$ cat config.mk
export PLATFORM = sky130hd
export DESIGN_NAME = risc16_trace_buffer_flat
export DESIGN_NICKNAME = d
export VERILOG_FILES = /design/src/rtl/risc16_trace_buffer_if.sv /design/src/rtl/risc16_trace_buffer.sv /design/src/flat_wrapper.sv
export SDC_FILE = /design/constraint.sdc
export NUM_CORES = 1
export LEC_CHECK = 0
export CORE_AREA = 2 2 347 246
export DETAILED_ROUTE_END_ITERATION = 6
export DIE_AREA = 0 0 349 248
export PLACE_DENSITY = 0.63
export SLEW_MARGIN = 0
export SYNTH_ARGS = -nofsm -noshare
export SYNTH_HDL_FRONTEND = slang
export SYNTH_SLANG_ARGS = --single-unit
$ cat constraint.sdc
create_clock -name clk -period 5.4 [get_ports clk]
set_input_delay 1.08 -clock clk [delete_from_list [all_inputs] [get_ports clk]]
set_output_delay 1.08 -clock clk [all_outputs]
set_load 0.02 [all_outputs]
$ cat src/rtl/risc16_trace_buffer_if.sv
// ============================================================================
//  Module      : risc16_trace_buffer_if
//  Description : Capture, trigger and read-port bundle of the RiSC-16
//                instruction trace buffer.
//  Revision    : 1.0 - initial release
// ============================================================================
`default_nettype none

interface risc16_trace_buffer_if #(
  parameter int WORD_W     = 16,
  parameter int DEPTH      = 16,
  parameter int REG_ADDR_W = 3
);
  localparam int CNT_W = $clog2(DEPTH) + 1;

  logic                  cap_valid;
  logic [WORD_W-1:0]     cap_pc;
  logic [WORD_W-1:0]     cap_instr;
  logic                  cap_wb_en;
  logic [REG_ADDR_W-1:0] cap_wb_reg;
  logic [WORD_W-1:0]     cap_wb_data;

  logic                  arm;
  logic                  mode;
  logic                  trig_en;
  logic [WORD_W-1:0]     trig_pc;

  logic                  rd_valid;
  logic                  rd_ready;
  logic [WORD_W-1:0]     rd_pc;
  logic [WORD_W-1:0]     rd_instr;
  logic                  rd_wb_en;
  logic [REG_ADDR_W-1:0] rd_wb_reg;
  logic [WORD_W-1:0]     rd_wb_data;

  logic [1:0]            state;
  logic [CNT_W-1:0]      count;
  logic                  overflow;

  modport master (
    output cap_valid, cap_pc, cap_instr, cap_wb_en, cap_wb_reg, cap_wb_data,
    output arm, mode, trig_en, trig_pc, rd_ready,
    input  rd_valid, rd_pc, rd_instr, rd_wb_en, rd_wb_reg, rd_wb_data,
    input  state, count, overflow
  );

  modport slave (
    input  cap_valid, cap_pc, cap_instr, cap_wb_en, cap_wb_reg, cap_wb_data,
    input  arm, mode, trig_en, trig_pc, rd_ready,
    output rd_valid, rd_pc, rd_instr, rd_wb_en, rd_wb_reg, rd_wb_data,
    output state, count, overflow
  );
endinterface

`default_nettype wire

$ cat src/rtl/risc16_trace_buffer.sv
// ============================================================================
//  Module      : risc16_trace_buffer
//  Description : Circular retired-instruction trace store with fill-and-stop
//                and PC-triggered ring capture, drained via valid/ready.
//                Define RISC16_TRACE_FILTER_EN to record only writeback captures.
//  Revision    : 1.0 - initial release
// ============================================================================
`default_nettype none

module risc16_trace_buffer #(
  parameter int WORD_W     = 16,
  parameter int DEPTH      = 16,
  parameter int REG_ADDR_W = 3,
  parameter int POST_TRIG  = 8
) (
  input  logic                  clk,
  input  logic                  rst,
  risc16_trace_buffer_if.slave  bus
);

  localparam int             AW      = $clog2(DEPTH);
  localparam logic [AW:0]    FULL    = (AW+1)'(DEPTH);
  localparam logic [AW:0]    LAST    = (AW+1)'(DEPTH - 1);
  localparam logic [AW-1:0]  POST_LD = AW'(POST_TRIG);

  typedef enum logic [1:0] {
    ST_IDLE    = 2'd0,
    ST_CAPTURE = 2'd1,
    ST_POST    = 2'd2,
    ST_DONE    = 2'd3
  } state_t;

  typedef struct packed {
    logic [WORD_W-1:0]     pc;
    logic [WORD_W-1:0]     instr;
    logic                  wb_en;
    logic [REG_ADDR_W-1:0] wb_reg;
    logic [WORD_W-1:0]     wb_data;
  } entry_t;

  state_t        state_q, state_d;
  logic [AW-1:0] wr_ptr_q, wr_ptr_d;
  logic [AW-1:0] rd_ptr_q, rd_ptr_d;
  logic [AW:0]   count_q, count_d;
  logic          overflow_q, overflow_d;
  logic          mode_q, mode_d;
  logic [AW-1:0] post_q, post_d;

  entry_t        mem [DEPTH];
  entry_t        wr_entry;
  entry_t        rd_entry;
  logic          wr_en;
  logic          rec;
  logic          trig_hit;
  logic          rd_valid;
  logic          pop;

  // arm takes priority, so a capture on the arming cycle is never recorded
`ifdef RISC16_TRACE_FILTER_EN
  assign rec = bus.cap_valid && bus.cap_wb_en && !bus.arm;
`else
  assign rec = bus.cap_valid && !bus.arm;
`endif

  assign trig_hit = bus.trig_en && (bus.cap_pc == bus.trig_pc);
  assign rd_valid = (state_q == ST_DONE) && (count_q != '0);
  assign pop      = rd_valid && bus.rd_ready;

  assign wr_entry = '{pc:      bus.cap_pc,
                      instr:   bus.cap_instr,
                      wb_en:   bus.cap_wb_en,
                      wb_reg:  bus.cap_wb_reg,
                      wb_data: bus.cap_wb_data};

  always_comb begin
    state_d    = state_q;
    wr_ptr_d   = wr_ptr_q;
    rd_ptr_d   = rd_ptr_q;
    count_d    = count_q;
    overflow_d = overflow_q;
    mode_d     = mode_q;
    post_d     = post_q;
    wr_en      = 1'b0;

    if (bus.arm) begin
      state_d    = ST_CAPTURE;
      mode_d     = bus.mode;
      wr_ptr_d   = '0;
      rd_ptr_d   = '0;
      count_d    = '0;
      overflow_d = 1'b0;
    end else begin
      unique case (state_q)
        ST_CAPTURE, ST_POST: begin
          if (rec) begin
            wr_en    = 1'b1;
            wr_ptr_d = wr_ptr_q + 1'b1;
            // Full ring: overwrite the oldest entry and drop it from the read side
            if (count_q == FULL) begin
              rd_ptr_d   = rd_ptr_q + 1'b1;
              overflow_d = 1'b1;
            end else begin
              count_d = count_q + 1'b1;
            end

            if (!mode_q) begin
              if (count_q == LAST) state_d = ST_DONE;
            end else if (state_q == ST_CAPTURE) begin
              if (trig_hit) begin
                if (POST_TRIG == 0) begin
                  state_d = ST_DONE;
                end else begin
                  state_d = ST_POST;
                  post_d  = POST_LD;
                end
              end
            end else begin
              post_d = post_q - 1'b1;
              if (post_q == AW'(1)) state_d = ST_DONE;
            end
          end
        end
        ST_DONE: begin
          if (pop) begin
            rd_ptr_d = rd_ptr_q + 1'b1;
            count_d  = count_q - 1'b1;
          end
        end
        default: ;
      endcase
    end
  end

  always_ff @(posedge clk) begin
    if (rst) begin
      state_q    <= ST_IDLE;
      wr_ptr_q   <= '0;
      rd_ptr_q   <= '0;
      count_q    <= '0;
      overflow_q <= 1'b0;
      mode_q     <= 1'b0;
      post_q     <= '0;
    end else begin
      state_q    <= state_d;
      wr_ptr_q   <= wr_ptr_d;
      rd_ptr_q   <= rd_ptr_d;
      count_q    <= count_d;
      overflow_q <= overflow_d;
      mode_q     <= mode_d;
      post_q     <= post_d;
    end
  end

  always_ff @(posedge clk) begin
    if (wr_en) mem[wr_ptr_q] <= wr_entry;
  end

  assign rd_entry = rd_valid ? mem[rd_ptr_q] : '0;

  assign bus.rd_valid   = rd_valid;
  assign bus.rd_pc      = rd_entry.pc;
  assign bus.rd_instr   = rd_entry.instr;
  assign bus.rd_wb_en   = rd_entry.wb_en;
  assign bus.rd_wb_reg  = rd_entry.wb_reg;
  assign bus.rd_wb_data = rd_entry.wb_data;
  assign bus.state      = state_q;
  assign bus.count      = count_q;
  assign bus.overflow   = overflow_q;

endmodule

`default_nettype wire

$ cat src/flat_wrapper.sv
// flat-port wrapper written by rule: the top's interface ports become plain ports
module risc16_trace_buffer_flat 
#(
  parameter int WORD_W     = 16,
  parameter int DEPTH      = 16,
  parameter int REG_ADDR_W = 3,
  parameter int POST_TRIG  = 8
)
  (clk, rst, bus_cap_valid, bus_cap_pc, bus_cap_instr, bus_cap_wb_en, bus_cap_wb_reg, bus_cap_wb_data, bus_arm, bus_mode, bus_trig_en, bus_trig_pc, bus_rd_ready, bus_rd_valid, bus_rd_pc, bus_rd_instr, bus_rd_wb_en, bus_rd_wb_reg, bus_rd_wb_data, bus_state, bus_count, bus_overflow);
  risc16_trace_buffer_if #(.WORD_W(WORD_W), .DEPTH(DEPTH), .REG_ADDR_W(REG_ADDR_W)) bus_i ();
  input  logic clk;
  input  logic rst;
  input wire logic [$bits(bus_i.cap_valid)-1:0] bus_cap_valid;
  input wire logic [$bits(bus_i.cap_pc)-1:0] bus_cap_pc;
  input wire logic [$bits(bus_i.cap_instr)-1:0] bus_cap_instr;
  input wire logic [$bits(bus_i.cap_wb_en)-1:0] bus_cap_wb_en;
  input wire logic [$bits(bus_i.cap_wb_reg)-1:0] bus_cap_wb_reg;
  input wire logic [$bits(bus_i.cap_wb_data)-1:0] bus_cap_wb_data;
  input wire logic [$bits(bus_i.arm)-1:0] bus_arm;
  input wire logic [$bits(bus_i.mode)-1:0] bus_mode;
  input wire logic [$bits(bus_i.trig_en)-1:0] bus_trig_en;
  input wire logic [$bits(bus_i.trig_pc)-1:0] bus_trig_pc;
  input wire logic [$bits(bus_i.rd_ready)-1:0] bus_rd_ready;
  output wire logic [$bits(bus_i.rd_valid)-1:0] bus_rd_valid;
  output wire logic [$bits(bus_i.rd_pc)-1:0] bus_rd_pc;
  output wire logic [$bits(bus_i.rd_instr)-1:0] bus_rd_instr;
  output wire logic [$bits(bus_i.rd_wb_en)-1:0] bus_rd_wb_en;
  output wire logic [$bits(bus_i.rd_wb_reg)-1:0] bus_rd_wb_reg;
  output wire logic [$bits(bus_i.rd_wb_data)-1:0] bus_rd_wb_data;
  output wire logic [$bits(bus_i.state)-1:0] bus_state;
  output wire logic [$bits(bus_i.count)-1:0] bus_count;
  output wire logic [$bits(bus_i.overflow)-1:0] bus_overflow;
  assign bus_i.cap_valid = bus_cap_valid;
  assign bus_i.cap_pc = bus_cap_pc;
  assign bus_i.cap_instr = bus_cap_instr;
  assign bus_i.cap_wb_en = bus_cap_wb_en;
  assign bus_i.cap_wb_reg = bus_cap_wb_reg;
  assign bus_i.cap_wb_data = bus_cap_wb_data;
  assign bus_i.arm = bus_arm;
  assign bus_i.mode = bus_mode;
  assign bus_i.trig_en = bus_trig_en;
  assign bus_i.trig_pc = bus_trig_pc;
  assign bus_i.rd_ready = bus_rd_ready;
  assign bus_rd_valid = bus_i.rd_valid;
  assign bus_rd_pc = bus_i.rd_pc;
  assign bus_rd_instr = bus_i.rd_instr;
  assign bus_rd_wb_en = bus_i.rd_wb_en;
  assign bus_rd_wb_reg = bus_i.rd_wb_reg;
  assign bus_rd_wb_data = bus_i.rd_wb_data;
  assign bus_state = bus_i.state;
  assign bus_count = bus_i.count;
  assign bus_overflow = bus_i.overflow;
  risc16_trace_buffer #(.WORD_W(WORD_W), .DEPTH(DEPTH), .REG_ADDR_W(REG_ADDR_W), .POST_TRIG(POST_TRIG)) u_core (.clk(clk), .rst(rst), .bus(bus_i));
endmodule
# After elaboration in Yosys (flattened, before gate mapping)
# Memories as Yosys holds them, arrays and structs flattened. A register that Yosys moved wholly into a read port is not among the register bits.
# Cells that the tools add are included.
word_totals:
  reg_bits: 21
  ramBits: 832
  out_inout_bits: 61
  elab_cells: 77
  n_memories: 1
memory_table:
  columns: ["memory", "words", "word_bits", "rd", "rd_clocked_by_memory_dff", "wr", "line", "source"]
  rows:
  - ["u_core.mem", 16, 52, 1, 1, 1, "risc16_trace_buffer.sv:49", "entry_t mem [DEPTH];"]
classes:
  addsub: 5
  n_eq_ne: 16
  mux: 26
  bitwise_logic: 1
  reduce_logical: 20
op_table:
  columns: ["op", "count"]
  rows:
  - ["two-way mux 52 bit", 1]
  - ["two-way mux 4 bit", 7]
  - ["== test 16 bit", 1]
  - ["two-way mux 5 bit", 3]
  - ["AND reduction 5 bit", 3]
  - ["two-way mux 2 bit", 5]
  - ["one-hot mux 5 bit (2 select lines)", 1]
  - ["adder 4 x 1 -> 4 bit, second input constant", 2]
  - ["two-way mux 1 bit", 8]
  - ["!= test 2 x 1 -> 1 bit, second input constant", 4]
  - ["!= test 4 bit, second input constant", 2]
  - ["one-hot mux 4 bit (2 select lines)", 1]
  - ["AND reduction 4 bit", 2]
  - ["nonzero test 2 bit", 4]
  - ["!= test 3 bit, second input constant", 2]
  - ["adder 5 x 1 -> 5 bit, second input constant", 1]
  - ["== test 5 x 4 -> 1 bit, second input constant", 1]
  - ["== test 5 bit, second input constant", 1]
  - ["nonzero test 5 bit", 1]
  - ["subtractor 5 x 1 -> 5 bit, second input constant", 1]
  - ["== test 2 bit, second input constant", 2]
  - ["== test 4 x 1 -> 1 bit, second input constant", 1]
  - ["logical AND 1 bit", 4]
  - ["OR reduction 2 bit", 2]
  - ["8 further kinds", 8]

# Longest topological paths before layout
# Gate-level depths: netlist of run 1.
logic_depth:
  depth_word: 8
  ltp_mapped: 8

# Least setup slack after synthesis of run 1
# OpenSTA, ideal clock, no wires.
synth_path:
  kind: "in2reg"
  startpoint: "input bus_arm"
  endpoint: "memory u_core.mem[3][0] (netlist name), enable pin"
  arrival_time_ps: 5323
  required_ps: 4874
  slack_ps: -448
  cell_stages: 4
  path_buffers: 1
  cell_sequence: "nor3b_1 > buf_2 > nand2_1 > nor3_1"
synth_between:
  elab_chain_len: 7
synth_lines:
  columns: ["item", "line", "source"]
  rows:
  - ["start, declared", "flat_wrapper.sv:19", "input wire logic [$bits(bus_i.arm)-1:0] bus_arm;"]
  - ["logical NOT 1 bit", "risc16_trace_buffer.sv:62", "assign rec = bus.cap_valid && !bus.arm;"]
  - ["logical AND 1 bit", "risc16_trace_buffer.sv:62", null]
  - ["two-way mux 1 bit", "risc16_trace_buffer.sv:95", "if (rec) begin"]
  - ["two-way mux 1 bit", "risc16_trace_buffer.sv:93", "unique case (state_q)"]
  - ["two-way mux 1 bit *", "risc16_trace_buffer.sv:85", "if (bus.arm) begin"]
  - ["two-way mux 1 bit *", "risc16_trace_buffer.sv:155", "if (wr_en) mem[wr_ptr_q] <= wr_entry;"]
  - ["two-way mux 1 bit (not written as such) *", "risc16_trace_buffer.sv:155", null]
  - ["end, declared", "risc16_trace_buffer.sv:49", null]
# Mark *: on every way between the ends. The rest lies on a longest branch, timed or not.

==> results.py, run 1 <==
metrics = {
    "synth": {
        "synth.ff_latch_count": 857,
        "syn-num-nets": 1493,
        "postSynthCellCount": 1405,
        "post_synth.cell_area_avg_sq_um": 23.5,
        "yosys_warnings": 0,
        "synth-seq-area-share_pct": 77.0,
        "library_cells_used_by_synthesis": 43,
        "mappedNetlistArea_sq_um": 33100,
    },
    "placement": {
        "dp.cells": 2623,
        "dp_hpwl_mm": 40.9,
        "place_congestion": 0.761,
        "buffer_ports.inserted": 135,
    },
    "final_layout": {
        "layoutNonFillerInstCount": 2768,
        "num_antenna_cells": 0,
        "layout-drive-gt1-share_pct": 27.2,
        "area_delta_synth_final_pct": 18.0,
        "nFillCells": 6735,
        "finalNetCount": 1702,
    },
    "timing": {
        "report.final.slew_viol_count": 0,
        "layout_worst_path_cycle_share_pct": 87.2,
        "timing.slew.headroom_pct": 31.4,
        "highest_attainable_clock_frequency_ghz": 0.212,
        "tightestPinTransition_ps": 1030,
        "finClkSkew_ps": 17.4,
        "final_hold_viol_count": 0,
        "tns_ps": 0,
        "grt_setup_unrepaired": "no",
        "setup_viol_count_final": 0,
        "post-route-min-period_ps": 4710,
    },
    "die": {
        "floorplan.initialDensity_pct": 39.7,
        "design.core.area_sq_um": 83400,
        "std_cell_rows": 89,
        "die_y_um": 248,
        "design.die.area_sq_um": 86600,
        "die_w_um": 349,
        "floorplan.io_pins": 136,
    },
    "clock_network": {
        "clock-sinks": 857,
        "cts_tree": "built",
        "ctsHtreeMaxLevel": 3,
        "insertion_delay_to_the_later_sink_of_the_worst_skew_pair_ps": 620,
        "cts.root.buffer_cell": "sky130_fd_sc_hd__clkbuf_16",
        "cts_buffers": 81,
        "cts-root-to-sink-buffers": 3,
        "cts.clk_slew.worst_paths_ps": 60,
        "post-cts-setup-buffers": 0,
        "post_cts_sizing_count": 0,
        "cts_hold_buffers": 0,
    },
    "global_route": {
        "antenna_violations_before_repair": 5,
        "maximum_number_of_pins_on_one_net_before_global_route_repair": 64,
        "groute.usage.overall_pct": 17.6,
        "via_count_of_the_first_global_routing_pass": 15600,
        "sum_of_overflow_across_all_layers_after_global_routing": 0,
        "grt_pass1_wl_mm": 110,
    },
    "critical_path": {
        "worstPathArrival_ps": 3630,
        "timing.critical_path.fanout_max": 22,
        "cp-end-kind": "output pin",
        "critPathLaunchType": "flip-flop",
        "worst-setup-path-type": "flip-flop to output pin",
        "worst_ep_required_time_ps": 4320,
    },
    "detailed_routing": {
        "drc": 0,
        "detail_route.vias_per_cell": 5.53,
        "initialDrtViolationCount": 1591,
        "drt_pass1_iterations": 5,
        "routed_wire_length_per_instance_um": 27.4,
        "wirelength_mm": 75.7,
        "num_vias": 15300,
        "postRouteAntennaNets": 0,
    },
    "power": {
        "power_leakage_nw": 11.6,
        "max-vdd-ir-drop_v": 0.000207,
        "power.total_mw": 13.3,
        "power_density_nw_per_um2": 340,
    },
    "job": {
        "cap_viol_max_count": 0,
    },
    "status": {
        "status": "completed",
    },
    "hold_path": {
        "timing.hold.worst.class": "flip-flop to flip-flop",
    },
}
metrics by stage:
step	hold slack, ps	instance area, sq um	setup WS (ps)	util (%)
2_1_floorplan	459	33100	946	-
3_3_place_gp	466	36400	1290	43.6
3_5_place_dp	470	36400	1270	43.6
4_1_cts	486	39000	582	46.8
5_1_grt	545	39000	497	46.8
6_report	485	39000	694	46.8
registers in the layout, indices dropped and copies added, names as in the netlist, named ones only:
register / flops
u_core.rd_ptr_q: 4
u_core.bus.count: 5
u_core.mode_q: 1
u_core.post_q: 4
u_core.wr_ptr_q: 4
u_core.bus.overflow: 1
u_core.bus.state: 2
u_core.mem: 832
metal layers:
layer  vias up  wire length [um]  global-route usage, %
met1      8275             33400                   25.1
met2       529             36000                   27.6
met5         -                55                      0
met3       107              4750                   3.82
met4         8              1480                   4.49
li1       6382                 -                      -
cell usage in the layout (no fill, tap or decap), drive strengths merged, types with 2 or more instances in the layout:
cell,n
a21oi,8
nand4,4
bufinv,9
nand2,11
nor3b,4
xnor2,5
nor2b,55
buf,61
clkbuf,101
mux4,260
or3,4
a211oi,3
nor4,5
ha,12
nor3,7
mux2i,4
nand2b,2
dfxtp,25
nor2,29
nand3,5
o21ai,9
inv,18
or4,2
clkdlybuf4s50,135
clkinv,30
xor2,19
edfxtp,832
a31oi,3
power breakdown:
group,internal [mW],total (mW),switching (mW)
Clock,3.29,5.73,2.44
Sequential,7.30,7.31,0.00536
Combinational,0.0829,0.219,0.136
Total,10.7,13.3,2.58
Yosys cell counts, drive strengths merged:
master   count  share of area (%)
edfxtp     832                 76
mux4       260                 18
nor2b       55                1.0
clkbuf      36               0.41
buf         34               0.64
nor2        29               0.33
dfxtp       25                1.5
xor2        19               0.50
inv         14               0.16
ha          12               0.45
nand2       11               0.12
o21ai        9               0.15
a21oi        8               0.12
nor3         7               0.11
nand3        5              0.076
nor4         5              0.095
xnor2        5               0.13
mux2i        4               0.12
nand4        4              0.076
nor3b        4              0.091
or3          4              0.076
a211oi       3              0.068
a31oi        3              0.057
nand2b       2              0.038
or4          2              0.045
a21boi       1              0.023
a21o         1              0.023
a221oi       1              0.026
a22o         1              0.026
fa           1              0.061
mux2         1              0.034
o2111ai      1              0.026
o211ai       1              0.023
o21a         1              0.023
o21bai       1              0.023
o32a         1              0.030
o41ai        1              0.026
or2          1              0.019
worst paths after layout:
kind,from,end,slack [ps],depth (start not counted)
max reg2reg,u_core.bus.state[1]$_SDFFE_PP0P_,u_core.mem[12][12]$_DFFE_PP_,2030,7
max,flip-flop,bus_rd_instr[1],690,6
min reg2reg,u_core.rd_ptr_q[3]$_SDFFE_PP0P_,flip-flop,480,2
min,u_core.rd_ptr_q[3]$_SDFFE_PP0P_,flip-flop,480,2
worst max-delay path, stage by stage (launching register included):
cell and delay, ps:
sky130_fd_sc_hd__dfxtp_4 650, sky130_fd_sc_hd__buf_12 290, sky130_fd_sc_hd__buf_4 270, sky130_fd_sc_hd__mux4_2 540
sky130_fd_sc_hd__mux4_2 450, sky130_fd_sc_hd__nor2b_1 160, sky130_fd_sc_hd__clkdlybuf4s50_1 580
area by class of cell:
type                    instances  area, sq um  share of cell area [%]
clock buffers                 101         2160                    5.54
multi-input cells             464         7340                    18.8
flip-flops and latches        857        25500                    65.3
clock inverters                44          490                    1.26
well taps                    1092         1370                    3.50
repair buffers                196         2110                    5.41
inverters                      14         52.6                   0.135
logic make-up (layout without fill, tap and decap cells):
logic type      Yosys count  after routing  share of synthesized area [%]
compound gates           33             33                          0.643
xor+xnor                 24             24                          0.635
fa+ha+maj                13             13                          0.514
buf+inv                  84            355                           1.20
flops                   857            857                           77.0
mux                     265            265                           17.9
simple gates            129            129                           2.11
No activity file was read; power rests on OpenSTA's default activity.
==> run 2: changes to the inputs <==
- MAX_ROUTING_LAYER: unset -> met4
- PLACE_DENSITY: 0.63 -> 0.65
==> run 2 against run 1 <==
Clock skew down 2.3 ps. Largest power group unchanged. Count of clock-buffer cells in the layout up 6. Critical path depth down 1. Critical endpoint is now bus_rd_wb_data[2]. Worst hold slack worse by 7.5 ps. Critical path type unchanged. Highest routed layer is now met4.
==> results.py, run 2 (synthesis gave the netlist of run 1 again) <==
metrics = {
    "clock_network": {
        "insertion_delay_to_the_later_sink_of_the_worst_skew_pair_ps": 630,
        "cts.clk_slew.worst_paths_ps": 60,
        "post-cts-setup-buffers": 0,
        "cts-root-to-sink-buffers": 3,
        "cts_tree": "built",
        "clock-sinks": 857,
        "cts.root.buffer_cell": "sky130_fd_sc_hd__clkbuf_16",
        "ctsHtreeMaxLevel": 3,
        "cts_hold_buffers": 0,
        "post_cts_sizing_count": 0,
        "cts_buffers": 83,
    },
    "power": {
        "power.share.sequential_pct": 55.8,
        "max-vdd-ir-drop_v": 0.000246,
        "switching_share_pct": 19.6,
        "power_density_nw_per_um2": 337,
        "portion_of_total_power_attributed_to_the_clock_network_pct": 42.5,
        "p_int_mw": 10.5,
        "p_comb_share_pct": 1.6,
        "power.total_mw": 13.1,
        "power_leakage_nw": 11.5,
        "power.net_switching_mw": 2.56,
    },
    "die": {
        "floorplan.initialDensity_pct": 39.7,
        "die_y_um": 248,
        "std_cell_rows": 89,
        "floorplan.io_pins": 136,
        "design.core.area_sq_um": 83400,
        "die_w_um": 349,
        "design.die.area_sq_um": 86600,
    },
    "global_route": {
        "sum_of_overflow_across_all_layers_after_global_routing": 0,
        "maximum_number_of_pins_on_one_net_before_global_route_repair": 61,
        "grt_pass1_wl_mm": 111,
        "antenna_violations_before_repair": 10,
        "via_count_of_the_first_global_routing_pass": 15900,
        "groute.usage.overall_pct": 18.3,
    },
    "detailed_routing": {
        "postRouteAntennaNets": 0,
        "drc": 0,
        "routed_wire_length_per_instance_um": 27.4,
        "detail_route.vias_per_cell": 5.55,
        "drt_pass1_iterations": 5,
        "initialDrtViolationCount": 1683,
        "met2RoutedLength_mm": 36.2,
        "num_vias": 15300,
        "highest_layer_used_for_signal_routing": "met4",
        "wirelength_met1_mm": 33.3,
        "wirelength_mm": 75.6,
        "met3_wirelength_mm": 4.74,
    },
    "critical_path": {
        "crit_chain": "buf_12 > mux4_2 > mux4_2 > nor2b_1 > clkdlybuf4s50_1",
        "worst_ep_required_time_ps": 4320,
        "cp-end-kind": "output pin",
        "worstPathArrival_ps": 3660,
        "timing.critical_path.buf_inv": 2,
        "slowest_delay_ps": 710,
        "critPathLaunchType": "flip-flop",
        "worst_path_dominant_cell_family": "multiplexers",
        "worst-setup-path-type": "flip-flop to output pin",
        "cpMaxStageDelayCell": "sky130_fd_sc_hd__dfxtp_4",
        "timing.critical_path.fanout_max": 48,
        "cpMostUsedCell": "sky130_fd_sc_hd__mux4_2",
    },
    "timing": {
        "layout_worst_path_cycle_share_pct": 87.7,
        "final_hold_viol_count": 0,
        "highest_attainable_clock_frequency_ghz": 0.211,
        "timing.slew.headroom_pct": 34.9,
        "setup_viol_count_final": 0,
        "tightestPinTransition_ps": 972,
        "tns_ps": 0,
        "post-route-min-period_ps": 4740,
        "finClkSkew_ps": 15.1,
        "report.final.slew_viol_count": 0,
        "grt_setup_unrepaired": "no",
        "postLayoutSetupSlackWorst_ps": 662,
    },
    "status": {
        "status": "completed",
    },
    "placement": {
        "dp.cells": 2606,
        "dp_hpwl_mm": 39.7,
        "place_congestion": 0.730,
        "detailedPlace.worstSlack_ps": 1070,
        "buffer_ports.inserted": 135,
    },
    "final_layout": {
        "finalNetCount": 1687,
        "registers.top_by_ff_count": "u_core.mem",
        "postLayoutCoreUtil_pct": 46.5,
        "layout_commonest_cell": "sky130_fd_sc_hd__edfxtp_1",
        "nFillCells": 6666,
        "final_cell_mix": "832 x sky130_fd_sc_hd__edfxtp_1, 260 x sky130_fd_sc_hd__mux4_2, 135 x sky130_fd_sc_hd__clkdlybuf4s50_1",
        "area_delta_synth_final_pct": 17.4,
        "layoutNonFillerInstCount": 2759,
        "largest_register_ff_count": 832,
        "layout-drive-gt1-share_pct": 26.4,
    },
    "hold_path": {
        "timing.hold.worst.class": "flip-flop to flip-flop",
    },
    "job": {
        "cap_viol_max_count": 0,
    },
}
run 2: cell types whose count changed in the layout (fill, tap and decap cells not counted):
cell                         delta
sky130_fd_sc_hd__inv_6          +2
sky130_fd_sc_hd__clkbuf_4       -2
sky130_fd_sc_hd__clkinvlp_4     +1
sky130_fd_sc_hd__clkinv_2       +3
sky130_fd_sc_hd__clkbuf_8       -1
sky130_fd_sc_hd__clkbuf_1       +7
sky130_fd_sc_hd__diode_2        +7
sky130_fd_sc_hd__bufinv_16      -4
sky130_fd_sc_hd__inv_16         -1
sky130_fd_sc_hd__buf_4         -16
sky130_fd_sc_hd__clkinv_1       -6
sky130_fd_sc_hd__buf_12         -1
sky130_fd_sc_hd__clkbuf_16      +2
run 2: final cells by class:
class	instances	area [sq um]	area share (%)
multi-input combinational	464	7340	18.9
sequential	857	25500	65.7
tap	1092	1370	3.52
clock buffer	107	2210	5.69
clock inverter	39	368	0.947
inverter	14	52.6	0.135
timing repair buffer	179	1970	5.07
antenna	7	17.5	0.0451
run 2: final timing paths:
check / slack (ps) / to / cells after the start / start
setup / recovery: 660 / bus_rd_wb_data[2] / 5 / flip-flop
hold / removal: 480 / u_core.bus.overflow$_SDFFE_PP0P_ / 2 / u_core.bus.overflow$_SDFFE_PP0P_
setup reg to reg: 2020 / u_core.mem[14][37]$_DFFE_PP_ / 6 / u_core.bus.state[1]$_SDFFE_PP0P_
hold reg to reg: 480 / u_core.bus.overflow$_SDFFE_PP0P_ / 2 / u_core.bus.overflow$_SDFFE_PP0P_
run 2: worst reg2reg max path, stage by stage, from the launching register on:
cell,delay (ps)
sky130_fd_sc_hd__dfxtp_1,380
sky130_fd_sc_hd__inv_1,80
sky130_fd_sc_hd__ha_1,330
sky130_fd_sc_hd__nor3b_1,750
sky130_fd_sc_hd__nand2_1,440
sky130_fd_sc_hd__nor2_4,800
sky130_fd_sc_hd__buf_12,310
run 2: power by group through the flow:
stage | Combinational (mW) | Sequential (mW) | Clock [mW]
6_report | 0.215 | 7.31 | 5.57
3_3_place_gp | 0.206 | 7.45 | 0
5_1_grt | 0.236 | 7.30 | 5.93
4_1_cts | 0.218 | 7.31 | 5.67
2_1_floorplan | 0.0518 | 7.45 | 0
3_5_place_dp | 0.217 | 7.45 | 0
run 2: stage by stage:
step,hold WS (ps),cell area [sq um]
finish,477,38800
global route,512,38800
CTS,479,38800
detailed placement,463,36200
global placement,464,36200
floorplan,459,33100
run 2: metal layers:
layer,up-vias,GRT usage [%]
met5,-,-
met4,0,3.99
met3,107,3.72
met2,516,27.9
met1,8321,25.6
li1,6372,-
